[src/rtl/chan_scan_mux.sv]
// N-channel registered selector with manual select, auto-scan with programmable
// dwell, hold, channel-change strobe and out-of-range select flag.
module chan_scan_mux #(
  parameter  int unsigned N_CH  = 4,
  parameter  int unsigned W     = 2,
  parameter  int unsigned DWELL = 50000000,
  localparam int unsigned SEL_W = $clog2(N_CH)
) (
  input  logic              CLOCK_50,
  input  logic              RESET,
  input  logic [N_CH*W-1:0] DATA_IN,
  input  logic [SEL_W-1:0]  SEL,
  input  logic              MODE,
  input  logic              HOLD,
  output logic [W-1:0]      DATA_OUT,
  output logic [SEL_W-1:0]  CH_OUT,
  output logic              STEP,
  output logic              SEL_ERR
);

  localparam int unsigned        CNT_W    = $clog2(DWELL + 1);
  localparam logic [SEL_W-1:0]   LAST_CH  = SEL_W'(N_CH - 1);
  localparam logic [CNT_W-1:0]   LAST_CNT = CNT_W'(DWELL - 1);

  typedef enum logic [1:0] {
    IDLE   = 2'd0,
    MANUAL = 2'd1,
    SCAN   = 2'd2
  } state_t;

  state_t            state;
  logic [SEL_W-1:0]  ch_q;
  logic [CNT_W-1:0]  cnt;

  logic              sel_valid;
  logic              terminal;
  logic [SEL_W-1:0]  ch_next_scan;
  logic [W-1:0]      data_sel;

  // Non-power-of-two channel counts leave some SEL codes unused.
  assign sel_valid    = (32'(SEL) < N_CH);
  assign terminal     = (cnt == LAST_CNT);
  assign ch_next_scan = (ch_q == LAST_CH) ? '0 : ch_q + 1'b1;
  assign data_sel     = DATA_IN[32'(ch_q) * W +: W];

  // Channel FSM, dwell counter and output stage share one register process.
  always_ff @(posedge CLOCK_50 or posedge RESET) begin
    if (RESET) begin
      state    <= IDLE;
      ch_q     <= '0;
      cnt      <= '0;
      DATA_OUT <= '0;
      CH_OUT   <= '0;
      STEP     <= 1'b0;
      SEL_ERR  <= 1'b0;
    end else begin
      DATA_OUT <= data_sel;
      CH_OUT   <= ch_q;
      STEP     <= (ch_q != CH_OUT);
      SEL_ERR  <= (state == MANUAL) && !sel_valid;

      unique case (state)
        IDLE: begin
          state <= MODE ? SCAN : MANUAL;
        end

        MANUAL: begin
          if (MODE) begin
            // Scan resumes from whatever channel is currently selected.
            state <= SCAN;
            if (!HOLD) cnt <= '0;
          end else if (!HOLD && sel_valid) begin
            ch_q <= SEL;
          end
        end

        SCAN: begin
          if (!MODE) begin
            // Mode change takes priority over a coincident terminal count.
            state <= MANUAL;
            if (!HOLD) begin
              cnt <= '0;
              if (sel_valid) ch_q <= SEL;
            end
          end else if (!HOLD) begin
            if (terminal) begin
              cnt  <= '0;
              ch_q <= ch_next_scan;
            end else begin
              cnt <= cnt + 1'b1;
            end
          end
        end

        default: begin
          state <= IDLE;
        end
      endcase
    end
  end

endmodule

[config.mk]
export PLATFORM = sky130hd
export DESIGN_NAME = chan_scan_mux
export DESIGN_NICKNAME = d
export VERILOG_FILES = /design/src/rtl/chan_scan_mux.sv
export SDC_FILE = /design/constraint.sdc
export NUM_CORES = 1
export LEC_CHECK = 0
export ABC_CLOCK_PERIOD_IN_PS = 5000
export CORE_ASPECT_RATIO = 1.4
export CORE_MARGIN = 5
export CORE_UTILIZATION = 55
export CTS_CLUSTER_DIAMETER = 100
export CTS_CLUSTER_SIZE = 12
export DETAILED_ROUTE_END_ITERATION = 7
export GPL_TIMING_DRIVEN = 0
export PLACE_DENSITY = 0.77
export SLEW_MARGIN = 5
export SYNTH_ARGS = -nofsm -noshare
export SYNTH_HDL_FRONTEND = slang
export SYNTH_SLANG_ARGS = --single-unit
[constraint.sdc]
create_clock -name CLOCK_50 -period 5 [get_ports CLOCK_50]
set_input_delay 1 -clock CLOCK_50 [delete_from_list [all_inputs] [get_ports CLOCK_50]]
set_output_delay 1 -clock CLOCK_50 [all_outputs]
set_load 0.02 [all_outputs]
==> impl_metrics.ini <==
[finish]
final_cell_mix = dfrtp_1 (35), nand2_1 (26), a31oi_1 (21)
area_growth_pct = 17.51
nNetsFinal = 263
post-route-util = 0.6570
layout_commonest_cell = dfrtp_1
layout-drive-gt1-share = 0.09717
final_cells = 289
antenna_cells = 0

[sta]
rsz0062_at_grt = no
hold_viol_final = 0
skew_ps = 6.720
slew-limit-headroom = 0.5247
final_max_slew_viol_count = 0
fin_setup_tns_ps = 0
worst_slack_ps = 2323
worstMarginPinSlew_ps = 712.0
post-route-period-util = 0.5353
clock.fmax_mhz = 373.6
setup_viol = 0
fin_crit_ps = 2677

[setup_path]
crit_path_end = cnt[21]
required_ps = 5200
critical_path_class = in -> reg
regToRegSetupSlack_ps = 2690
crit_fanout = 10
start_kind = input port
r2r_cells = 7
r2r-end = cnt[21]
startpoint = MODE
rr_startpoint = cnt[18]
crit_arrival_ps = 2880
worst_setup_path_end_kind = flop

[drt]
drc = 0
ant_nets = 0
num_vias = 1780
wirelength_um = 4533
wl_per_cell_um = 15.69
drtPass1Iterations = 4
drtIter0Drc = 95
vias_per_cell = 6.159

[logic_synthesis]
synth_top_area_frac = 0.4378
yosysWarnings = 0
yosysTopAreaCell = dfrtp_1
syn_area_per_cell_sq_um = 9.053
seq_area_frac_synth = 0.4378
synth-async-reset-ratio = 1.000
yosys-top-cells-area = dfrtp_1 (44%), a31oi_1 (6.6%), a21oi_1 (5.0%), nand2_1 (4.9%), nand3_1 (3.3%)
postSynthCellCount = 221
synth_area_sq_um = 2001
synth_enable_flop_cells = 0
yosysUniqueCellTypes = 44
synthFlopType = dfrtp_1
syn-num-nets = 238
synth_seq_cells = 35

[floorplanning]
die_area_sq_um = 4961
die_x_um = 60.98
initial_core_util = 0.5591
num_io_pins = 20
die_y_um = 81.36
rows = 26
core_sq_um = 3578

[power]
vdd_drop_max_v = 0.0002029
power_density_nw_per_um2 = 299.0
power.leakage_nw = 0.9357

[clock_tree]
cts-buffers-inserted = 5
numClockSinks = 35
ctsRootBufferMaster = clkbuf_8
cts_max_level = 2
cts.repair.resized = 0
clock_latency_ps = 290
clockBufferDepth = 2
cts_setup_buffers = 0
cts_tree = built
cts_hold_buf = 0
clk_pin_slew_ps = 70

[grt]
grt_pass1_vias = 1748
grtUsageTotal = 0.2080
grt_pass1_wl_um = 7645
overflow = 0
antenna_found_initial = 0
grt_start_max_net_pins = 36

[min_path]
worst_hold_path.num_cells = 1
worstHoldPathType = reg -> reg

[place]
gp_congestion = 0.8295
pre_cts_slack_ps = 1991
dpl.hpwl_um = 3301
io_buffers = 18
dp_cells = 281

[outcome]
outcome = finished, final reports clean

[flow_run]
drv_cap = 0
## synthesized netlist by cell type, types with 3 or more instances
cell / number
dfrtp_1: 35
nand2_1: 26
a31oi_1: 21
a21oi_1: 20
nand3_1: 13
nor2_1: 13
nand4_1: 10
o21ai_0: 8
inv_1: 7
clkbuf_1: 6
nand2b_1: 6
and3_1: 4
and2_1: 3
ha_1: 3
mux2i_1: 3
nand3b_1: 3
nor4_2: 3
## worst min-delay path by stage
stage,from,to,slack [ps]
4_1_cts,cnt[25],cnt[25],500
6_report,cnt[25],cnt[25],510
2_1_floorplan,cnt[25],cnt[25],440
3_3_place_gp,CH_OUT[1],STEP,480
5_1_grt,cnt[25],cnt[25],520
3_5_place_dp,cnt[25],cnt[25],480
## kinds of logic (layout without fill, tap and decap cells)
| family | count (synthesis) | count (layout) | share of synthesized area |
|---|---|---|---|
| AND/OR/NAND/NOR | 93 | 93 | 0.2552 |
| AO/OA/AOI/OAI | 62 | 62 | 0.1864 |
| flip-flops | 35 | 35 | 0.4378 |
| buffers and inverters | 19 | 45 | 0.04815 |
| multiplexers | 6 | 6 | 0.04315 |
| adder cells (fa/ha/maj) | 3 | 3 | 0.01876 |
| XOR/XNOR | 2 | 2 | 0.008757 |
| other | 1 | 1 | 0.001874 |
## metal layers
layer | share of wire | track usage
met1 | 0.41 | 0.2327
met2 | 0.52 | 0.3694
met3 | 0.050 | 0.03339
met4 | 0.022 | 0.1041
met5 | 0 | 0
## critical path, stage by stage
cell             delay (ps)
clkdlybuf4s50_1         560
nand3b_1                210
nand2b_1                220
a31oi_1                 170
buf_4                   210
buf_2                   250
a21oi_1                 110
a31oi_1                 160
## registers in the layout, indices dropped and copies added, names as in the netlist
| name | cells |
|---|---|
| cnt | 26 |
| ch_q | 2 |
| CH_OUT | 2 |
| DATA_OUT | 2 |
| state | 2 |
| STEP | 1 |
## metrics by stage
step	instance area, sq um	power (mW)	hold WS (ps)
finish	2351	0.7028	508.1
global route	2351	0.7333	517.1
CTS	2351	0.7084	502.1
detailed placement	2233	0.4468	484.7
global placement	2233	0.4444	480.8
floorplan	2001	0.3946	442.7
## power breakdown
| part | total [mW] | leakage, nW | internal, mW | switching [mW] |
|---|---|---|---|---|
| sequential | 0.326 | 0.467 | 0.304 | 0.0217 |
| combinational | 0.114 | 0.408 | 0.0584 | 0.0554 |
| clock | 0.264 | 0.0612 | 0.161 | 0.102 |
| total | 0.703 | 0.936 | 0.524 | 0.179 |
## layout make-up
type | instances | area [sq um]
multi-input combinational | 167 | 1028
sequential | 35 | 875.8
inverter | 7 | 26.28
tap | 42 | 52.55
timing repair buffer | 18 | 180.2
clock buffer | 6 | 82.58
buffer | 12 | 70.07
clock inverter | 2 | 35.03
fill | 287 | 1227
Note: power is estimated with default switching activity, not from simulation.
